--- config.mk ---
export PLATFORM = sky130hd
export DESIGN_NAME = dft_sse_flat
export DESIGN_NICKNAME = d
export VERILOG_FILES = /design/src/rtl/dft_sse_pkg.sv /design/src/rtl/dft_sse_if.sv /design/src/rtl/dft_sse_mac_bin.sv /design/src/rtl/dft_sse.sv /design/src/flat_wrapper.sv
export SDC_FILE = /design/constraint.sdc
export NUM_CORES = 2
export LEC_CHECK = 0
export CAP_MARGIN = 40
export CORE_MARGIN = 4
export CORE_UTILIZATION = 60
export CTS_CLUSTER_DIAMETER = 30
export CTS_CLUSTER_SIZE = 28
export DETAILED_ROUTE_END_ITERATION = 8
export PLACE_DENSITY = 0.8
export SYNTH_ARGS = -nofsm -noshare
export SYNTH_HDL_FRONTEND = slang
export SYNTH_HIERARCHICAL = 1
export SYNTH_SLANG_ARGS = --single-unit
--- constraint.sdc ---
create_clock -name clk -period 19.3 [get_ports clk]
set_input_delay 2.895 -clock clk [delete_from_list [all_inputs] [get_ports clk]]
set_output_delay 2.895 -clock clk [all_outputs]
set_load 0.005 [all_outputs]
--- src/rtl/dft_sse_pkg.sv ---
// dft_pkg: shared FSM state, twiddle ROM and built-in sample/reference tables for the DFT SSE monitor.
package dft_pkg;

    typedef enum logic [2:0] {S_IDLE, S_MAC, S_ERR, S_ACC, S_DONE} state_t;

    typedef struct packed {
        logic signed [31:0] re;
        logic signed [31:0] im;
    } cplx_t;

    localparam int TW_FRAC = 14;

    // cos/sin(2*pi*i/8) in Q1.14
    localparam logic signed [15:0] COS_ROM [8] = '{
        16'sd16384, 16'sd11585, 16'sd0, -16'sd11585, -16'sd16384, -16'sd11585, 16'sd0, 16'sd11585};
    localparam logic signed [15:0] SIN_ROM [8] = '{
        16'sd0, 16'sd11585, 16'sd16384, 16'sd11585, 16'sd0, -16'sd11585, -16'sd16384, -16'sd11585};

    localparam logic signed [15:0] COS_SET [8] = '{
        16'sd1000, 16'sd707, 16'sd0, -16'sd707, -16'sd1000, -16'sd707, 16'sd0, 16'sd707};

    function automatic logic signed [15:0] sample(input int set, input logic [2:0] n);
        return set == 1 ? 16'sd100 : set == 2 ? COS_SET[n] : (n == 3'd0 ? 16'sd1000 : 16'sd0);
    endfunction

    // All three sample sets have purely real spectra once rounded to integers
    function automatic cplx_t ref_bin(input int set, input logic [2:0] k);
        cplx_t c;
        c.im = '0;
        c.re = set == 1 ? (k == 3'd0 ? 32'sd800 : 32'sd0) :
               set == 2 ? ((k == 3'd1 || k == 3'd7) ? 32'sd4000 : 32'sd0) : 32'sd1000;
        return c;
    endfunction

endpackage

--- src/rtl/dft_sse_if.sv ---
// dft_sse_if: result bus carrying the accumulated sum of squared errors.
interface dft_sse_if;
    logic [31:0] SSE;
    modport master (output SSE);
    modport slave  (input  SSE);
endinterface

--- src/rtl/dft_sse_mac_bin.sv ---
// dft_mac_bin: complex MAC for one DFT bin, Q1.14 rounding and squared-error output.
module dft_mac_bin #(
    parameter int DW      = 16,
    parameter int TW_FRAC = 14
) (
    input  logic                 clk,
    input  logic                 rst,
    input  logic                 i_clr,
    input  logic                 i_mac,
    input  logic                 i_err,
    input  logic signed [DW-1:0] i_x,
    input  logic signed [15:0]   i_cos,
    input  logic signed [15:0]   i_sin,
    input  logic signed [31:0]   i_ref_re,
    input  logic signed [31:0]   i_ref_im,
    output logic [64:0]          o_sq
);
    localparam logic signed [39:0] RND = 40'sd1 <<< (TW_FRAC - 1);

    logic signed [39:0] r_re_acc, r_im_acc;
    logic signed [31:0] r_e_re, r_e_im;
    logic signed [39:0] w_re_prod, w_im_prod, w_re_rnd, w_im_rnd;
    logic signed [63:0] w_sq_re, w_sq_im;

    assign w_re_prod = 40'(i_x) * 40'(i_cos);
    assign w_im_prod = 40'(i_x) * 40'(i_sin);
    assign w_re_rnd  = (r_re_acc + RND) >>> TW_FRAC;
    assign w_im_rnd  = (r_im_acc + RND) >>> TW_FRAC;
    assign w_sq_re   = 64'(r_e_re) * 64'(r_e_re);
    assign w_sq_im   = 64'(r_e_im) * 64'(r_e_im);
    assign o_sq      = {1'b0, w_sq_re} + {1'b0, w_sq_im};

    always_ff @(posedge clk or negedge rst) begin
        if (!rst) begin
            r_re_acc <= '0;
            r_im_acc <= '0;
            r_e_re   <= '0;
            r_e_im   <= '0;
        end else begin
            if (i_clr) begin
                r_re_acc <= '0;
                r_im_acc <= '0;
            end else if (i_mac) begin
                r_re_acc <= r_re_acc + w_re_prod;
                r_im_acc <= r_im_acc - w_im_prod;
            end
            if (i_err) begin
                r_e_re <= 32'(w_re_rnd) - i_ref_re;
                r_e_im <= 32'(w_im_rnd) - i_ref_im;
            end
        end
    end

endmodule

--- src/rtl/dft_sse.sv ---
// dft_sse: self-running 8-point DFT accuracy monitor; reports the saturating SSE against a reference spectrum.
module dft_sse
    import dft_pkg::*;
#(
    parameter int N          = 8,
    parameter int DW         = 16,
    parameter int TW_FRAC    = dft_pkg::TW_FRAC,
    parameter int SAMPLE_SET = 0,
    parameter int ERR_INJECT = 0
) (
    input logic        clk,
    input logic        rst,
    dft_sse_if.master  bus
);
    state_t      r_state, w_state_nx;
    logic [2:0]  r_k, r_n, w_idx;
    logic [31:0] r_sse_acc, r_sse, w_sse_nx;
    logic [64:0] w_sq;
    logic [65:0] w_sum;
    logic        w_clr, w_mac, w_err, w_last;
    cplx_t       w_ref;

    assign w_idx    = r_k * r_n;
    assign w_last   = r_k == 3'(N - 1);
    assign w_ref    = ref_bin(SAMPLE_SET, r_k);
    assign w_sum    = 66'(r_sse_acc) + 66'(w_sq);
    assign w_sse_nx = |w_sum[65:32] ? 32'hFFFF_FFFF : w_sum[31:0];
    assign bus.SSE  = r_sse;

    dft_mac_bin #(.DW(DW), .TW_FRAC(TW_FRAC)) u_mac (
        .clk      (clk),
        .rst      (rst),
        .i_clr    (w_clr),
        .i_mac    (w_mac),
        .i_err    (w_err),
        .i_x      (DW'(sample(SAMPLE_SET, r_n))),
        .i_cos    (COS_ROM[w_idx]),
        .i_sin    (SIN_ROM[w_idx]),
        .i_ref_re (w_ref.re + (r_k == 3'd0 ? 32'(ERR_INJECT) : 32'sd0)),
        .i_ref_im (w_ref.im),
        .o_sq     (w_sq)
    );

    always_comb begin
        w_state_nx = r_state;
        w_clr      = 1'b0;
        w_mac      = 1'b0;
        w_err      = 1'b0;
        case (r_state)
            S_IDLE: begin
                w_clr      = 1'b1;
                w_state_nx = S_MAC;
            end
            S_MAC: begin
                w_mac      = 1'b1;
                w_state_nx = r_n == 3'(N - 1) ? S_ERR : S_MAC;
            end
            S_ERR: begin
                w_err      = 1'b1;
                w_state_nx = S_ACC;
            end
            S_ACC: begin
                w_clr      = 1'b1;
                w_state_nx = w_last ? S_DONE : S_MAC;
            end
            default: w_state_nx = S_DONE;
        endcase
    end

    always_ff @(posedge clk or negedge rst) begin
        if (!rst) begin
            r_state   <= S_IDLE;
            r_k       <= '0;
            r_n       <= '0;
            r_sse_acc <= '0;
            r_sse     <= '0;
        end else begin
            r_state <= w_state_nx;
            if (r_state == S_MAC) r_n <= r_n + 3'd1;
            if (r_state == S_ACC) begin
                r_n       <= '0;
                r_sse_acc <= w_sse_nx;
                r_k       <= w_last ? r_k : r_k + 3'd1;
                r_sse     <= w_last ? w_sse_nx : r_sse;
            end
        end
    end

endmodule

--- src/flat_wrapper.sv ---
// flat-port wrapper written by rule: the top's interface ports become plain ports
module dft_sse_flat import dft_pkg::*;
#(
    parameter int N          = 8,
    parameter int DW         = 16,
    parameter int TW_FRAC    = dft_pkg::TW_FRAC,
    parameter int SAMPLE_SET = 0,
    parameter int ERR_INJECT = 0
)
  (clk, rst, bus_SSE);
  dft_sse_if bus_i ();
  input logic clk;
  input logic rst;
  output wire logic [$bits(bus_i.SSE)-1:0] bus_SSE;
  assign bus_SSE = bus_i.SSE;
  dft_sse #(.N(N), .DW(DW), .TW_FRAC(TW_FRAC), .SAMPLE_SET(SAMPLE_SET), .ERR_INJECT(ERR_INJECT)) u_core (.clk(clk), .rst(rst), .bus(bus_i));
endmodule
* Yosys cells after proc, flatten, opt, wreduce, memory -nomap -nowiden
Memory sizes are Yosys's and may differ from the RTL's.
Index checks and enable logic that the tools add are counted.
** Cells by class
- Multiply operators :: 5
- Bitwise operators :: 2
- $add $sub $neg :: 9
- Reduce and logical (&&, ||, !) cells :: 8
- Mux-type cells :: 18
- Magnitude comparators :: 1
- Eq/ne operators :: 5
** Operators by type and width (count)
- 40-bit two-way mux :: 4
- 40-bit by 15-bit adder with 40-bit output (second input constant) :: 2
- 32-bit by 65-bit adder with 66-bit output :: 1
- 64-bit by 64-bit adder with 65-bit output :: 1
- 16-bit two-way mux :: 4
- 11-bit by 16-bit multiplier with 27-bit output :: 2
- 27-bit by 27-bit multiplier with 54-bit output :: 1
- 26-bit by 26-bit multiplier with 52-bit output :: 1
- 40-bit adder :: 1
- 40-bit by 27-bit subtractor with 40-bit output :: 1
- 34-bit OR reduction :: 1
- 32-bit two-way mux :: 1
- 26-bit by 11-bit subtractor with 27-bit output (second input constant) :: 1
- 3-bit one-hot mux with 4 select lines :: 1
- 10-bit two-way mux :: 1
- 3-bit two-way mux :: 3
- 3-bit by 1-bit adder with 3-bit output (second input constant) :: 2
- 3-bit by 2-bit == test with 1-bit output (second input constant) :: 2
- 3-bit == test (second input constant) :: 2
- 3-bit zero test :: 2
- 4-bit greater-or-equal comparator (second input constant) :: 1
- 3-bit inverter with 4-bit output :: 1
- 2-bit AND reduction :: 2
- 2-bit nonzero test :: 2
- other kinds (6) :: 8
** Word-level totals
- Bits of input ports :: 2
- Bits in registers :: 206
- Memories kept :: 2
- Memory bits (read-only) :: 256
- Output and inout bits :: 32
** Memory list
- (no name shown) :: words 8, width 16, read ports 1, clocked after Yosys merged registers in 0, wr ports 0, line dft_sse.sv:38 : .i_sin (SIN_ROM[w_idx]),
- (no name shown) :: words 8, width 16, read ports 1, clocked after Yosys merged registers in 0, wr ports 0, line dft_sse.sv:37 : .i_cos (COS_ROM[w_idx]),

* Depth between registers and ports, before layout
- Depth in word-level cells :: 9
- Gate-level depth with buffers :: 53
- Depth with buffers taken out :: 49

* By module
The synthesis kept the hierarchy.
** By module, submodules not included
- dft_mac_bin :: area each 101493.6 µm², cells each 10732, seq. area each 3603.5 µm², times used 1
- dft_sse :: area each 6032.0 µm², cells each 742, seq. area each 1826.8 µm², times used 1

* Worst setup path after synthesis
No wires, ideal clock.
- Path kind :: flip-flop to flip-flop
- Start point :: reg u_core.u_mac.r_e_im[2]
- End point :: reg u_core.r_sse[12] (netlist: u_core/bus.SSE[12])
- Buffers on the path :: 5
- Setup slack :: 7.509 ns
- Data arrival time :: 11.650 ns
- Stages on the path, launching flop included :: 49
- Cell sequence :: dfrtp_1 -> clkbuf_1 -> clkbuf_1 -> nand2_1 -> fa_1 -> fa_1 -> inv_1 -> fa_1 -> inv_1 -> fa_1 -> inv_1 -> fa_1 -> fa_1 -> fa_1 -> fa_1 -> ha_1 -> clkbuf_1 -> a21o_1 -> (+13 left out) -> nor3_1 -> nand2_1 -> a2111oi_1 -> nor2b_1 -> o21ai_1 -> a221oi_1 -> xnor2_1 -> nand4_1 -> or3_1 -> nor2_2 -> a31oi_1 -> a2111oi_0 -> nand4_1 -> a311oi_1 -> o2111ai_1 -> nor3_4 -> buf_6 -> a31oi_1
** On the way
- Cells in the longest elaborated chain, start to end :: 5
** Ends and longest elaborated chain
- start, declared :: line dft_sse_mac_bin.sv:21 : logic signed [31:0] r_e_re, r_e_im;
- start signal, assigned :: line dft_sse_mac_bin.sv:49 : r_e_im <= 32'(w_im_rnd) - i_ref_im;
- 26-bit by 26-bit multiplier with 52-bit output :: line dft_sse_mac_bin.sv:30 : assign w_sq_im = 64'(r_e_im) * 64'(r_e_im);
- 64-bit by 64-bit adder with 65-bit output :: line dft_sse_mac_bin.sv:31 : assign o_sq = {1'b0, w_sq_re} + {1'b0, w_sq_im};
- named net u_core.w_sq[46] :: line dft_sse.sv:18 : logic [64:0] w_sq;
- 32-bit by 65-bit adder with 66-bit output :: line dft_sse.sv:26 : assign w_sum = 66'(r_sse_acc) + 66'(w_sq);
- 34-bit OR reduction :: line dft_sse.sv:27 : assign w_sse_nx = |w_sum[65:32] ? 32'hFFFF_FFFF : w_sum[31:0];
- 32-bit two-way mux :: line dft_sse.sv:27
- end signal, assigned :: line dft_sse.sv:84 : r_sse <= w_last ? w_sse_nx : r_sse;
- end, declared :: line dft_sse.sv:17 : logic [31:0] r_sse_acc, r_sse, w_sse_nx;
The timed path passes the listed nets, and every way through them passes these cells.
A chain may end at the register's enable or synchronous reset.

* Worst setup path after layout
- Start point :: reg u_core.u_mac.r_e_re[7]
- End point :: reg u_core.r_sse[3] (netlist: u_core/bus.SSE[3])
** On the way
- Cells in the longest elaborated chain, start to end :: 5
** Ends and longest elaborated chain
- start, declared :: line dft_sse_mac_bin.sv:21
- start signal, assigned :: line dft_sse_mac_bin.sv:48 : r_e_re <= 32'(w_re_rnd) - i_ref_re;
- 27-bit by 27-bit multiplier with 54-bit output :: line dft_sse_mac_bin.sv:29 : assign w_sq_re = 64'(r_e_re) * 64'(r_e_re);
- 64-bit by 64-bit adder with 65-bit output :: line dft_sse_mac_bin.sv:31
- named net u_core.w_sq[46] :: line dft_sse.sv:18
- 32-bit by 65-bit adder with 66-bit output :: line dft_sse.sv:26
- 34-bit OR reduction :: line dft_sse.sv:27
- 32-bit two-way mux :: line dft_sse.sv:27
The timed path passes the listed nets, and every way through them passes these cells.

==> flow_summary.yaml <==
die:
  die-area_mm2: 0.186
  boundaryPins: 34
  floorplan.initialDensity_pct: 60.3
  die_w_um: 431
  core_area_mm2: 0.178
  die_h_um: 431
  rows: 155
route:
  wl_per_cell_um: 20.7
  viasPerCell: 5.67
  antenna_left: 0
  vias: 78400
  firstDrtPassIters: 7
  drt-initial-drc-count: 5714
  drc: 0
  drt-total-wl_um: 286000
place:
  gp_congestion: 0.964
  dpl.hpwl_um: 231000
  dpl_worst_slack_ns: 5.10
  port_buffers: 33
yosys:
  yosysWarnings: 6
  synth_largest_area_cell: "fa_1"
  synth-seq-cells: 217
  synth_cells: 11500
  ys_seq_area_share_pct: 5.05
  synth_top_area_share_pct: 50.1
  synth_edf_count: 0
  async_flop_share_pct: 100
  netlist_area_mm2: 0.108
  synth_cell_types: 113
  avgSynthCellArea_um2: 9.37
  synth_area_leaders: "fa_1 50%, inv_1 10%, ha_1 8.9%"
  synthFlopType: "dfrtp_1"
sta:
  maxSlewViolCount: 0
  timing.final.crit_share_pct: 74.3
  hold_viol_final: 0
  fin_skew_ns: 0.0620
  maxSlewHeadroom_pct: 34.8
  worst_pin_slew_ns: 0.979
  tns_ns: 0
  max_freq_mhz: 69.7
  fin_ws_ns: 4.96
  rsz0062_at_grt: "false"
  setup_viol: 0
  period_minus_slack_ns: 14.34
clock_tree:
  cts.sinks: 217
  cts_hold_buf: 0
  clockRootBuffer: "clkbuf_16"
  cts.repair.resized: 0
  clkTransAtPathRegs_ns: 0.05
  cts_setup_buffers: 0
  clock_latency_ns: 0.73
  cts_tree: "built"
  cts_made_buffers: 81
  cts_buffer_depth: 3
  htreeDepth: 3
global_routing:
  antenna_found_initial: 7
  grt.overflow.total: 0
  grt_use_total_pct: 32.0
  grt_pass1_vias: 88200
  grt_pass1_wl_um: 468000
  grt_max_degree: 99
critical_path:
  cp.arrival_ns: 14.86
  startpoint_type: "flop"
  required_ns: 19.81
  cp_max_fo: 64
  r2r_slack_ns: 4.96
  cp_slowest_cell: "a2111oi_1"
  critPathMostFrequentCell: "fa_1"
  worstSetupPathType: "reg -> reg"
  cp_slowest_stage_delay_ns: 0.74
  end_kind: "flop"
hold_path:
  hold_class: "reg -> reg"
layout:
  final_common_cell: "inv_1"
  final_cell_mix: "2862 x inv_1, 2689 x fa_1, 1076 x nand2_1"
  syn_to_final_growth_pct: 5.64
  fillCellCount: 14100
  drive_gt1_share_pct: 3.04
  fin_nets: 14900
run_status:
  status: "finished, final reports clean"
job:
  cap_viol_max_count: 0
final timing paths:
| check | from | end | cells after the start |
|---|---|---|---|
| max in group asynchronous | rst | u_core/u_mac/r_re_acc[10] | 3 |
| worst max register to register | u_core/u_mac/r_e_re[7] | u_core/bus.SSE[3] | 42 |
| worst min register to register | u_core/u_mac/r_e_im[22] | u_core/u_mac/r_e_im[22] | 2 |
| worst max-delay path | u_core/u_mac/r_e_re[7] | u_core/bus.SSE[3] | 42 |
| worst min-delay path | u_core/u_mac/r_e_im[22] | u_core/u_mac/r_e_im[22] | 2 |
| min in group asynchronous | rst | u_core/u_mac/r_e_im[9] | 1 |
layout make-up:
cell class | count | area [µm²] | share of cell area [%]
multi-input combinational | 8086 | 90200 | 79.4
inverter | 2875 | 10800 | 9.50
sequential | 217 | 5430 | 4.78
tap | 2355 | 2950 | 2.59
clock buffer | 95 | 2120 | 1.87
timing repair buffer | 137 | 1160 | 1.02
clock inverter | 54 | 961 | 0.846
antenna | 3 | 7.51 | 0.00661
cell usage after synthesis, types with 11 or more instances:
master,instances
and4_1,16
a211oi_1,29
nor3_1,73
mux2i_1,64
xnor2_1,312
fa_1,2689
clkbuf_1,377
o31ai_1,17
or3_1,16
mux2_2,33
inv_1,2863
xor2_1,134
o21ai_0,192
nand2_1,1076
nor2_1,451
nand4_1,72
nor4_1,14
nor2b_1,79
o21ai_1,30
a21oi_1,360
a31oi_1,113
a21boi_0,11
or2_2,13
o31a_1,11
clkinv_1,11
a221oi_1,12
o21a_1,50
o21bai_1,68
nand2b_1,70
o22ai_1,12
and3_1,39
ha_1,764
dfrtp_1,217
a21o_1,213
o211ai_1,26
and2_1,616
buf_1,14
nand3_1,112
metal layers:
metal / track usage [%] / up-vias / part of all wire, %
met1: 40.3 / 40000 / 37
li1: - / 34300 / -
met2: 53.2 / 3182 / 48
met4: 16.8 / 6 / 6.5
met5: 0 / - / 0.014
met3: 5.77 / 952 / 8.1
worst max-delay path, delay by kind of cell, from the launching register on:
kind | cells | cell delay [ns]
fa+ha+maj | 10 | 4.81
simple gates | 15 | 4.10
compound gates | 10 | 2.75
buf+inv | 5 | 1.38
xor+xnor | 2 | 0.64
flops | 1 | 0.45
logic make-up (layout without fill, tap and decap cells):
group	count (synthesis)	after routing	synth area share, %
fa+ha+maj	3453	3453	59.0
flops	217	217	5.05
simple gates	2689	2689	12.0
other cells	3	120	0.0105
compound gates	1280	1280	7.79
buf+inv	3285	3161	11.5
xor+xnor	448	448	3.67
mux	99	99	0.962
flip-flops by register name (all words and copies together) (netlist names):
register and cells:
u_core/u_mac/r_re_acc 40, u_core/r_k 3, u_core/u_mac/r_e_re 32, u_core/u_mac/r_e_im 32, u_core/u_mac/r_im_acc 40, u_core/r_state 3
u_core/r_n 3, u_core/bus.SSE 32, u_core/r_sse_acc 32
stage by stage:
stage / hold slack, ns / util (%) / instance area [µm²] / cells
6_report: 0.497 / 63.7 / 114000 / 13800
5_1_grt: 0.521 / 63.7 / 114000 / 13800
4_1_cts: 0.502 / 63.7 / 114000 / 13800
3_5_place_dp: 0.484 / 62.0 / 111000 / 13700
3_3_place_gp: 0.470 / 62.0 / 110000 / 13700
2_1_floorplan: 0.448 / - / 108000 / 11600
Power is not shown: default switching activity piles up to over one toggle a cycle in this logic, so the estimate is an artifact.
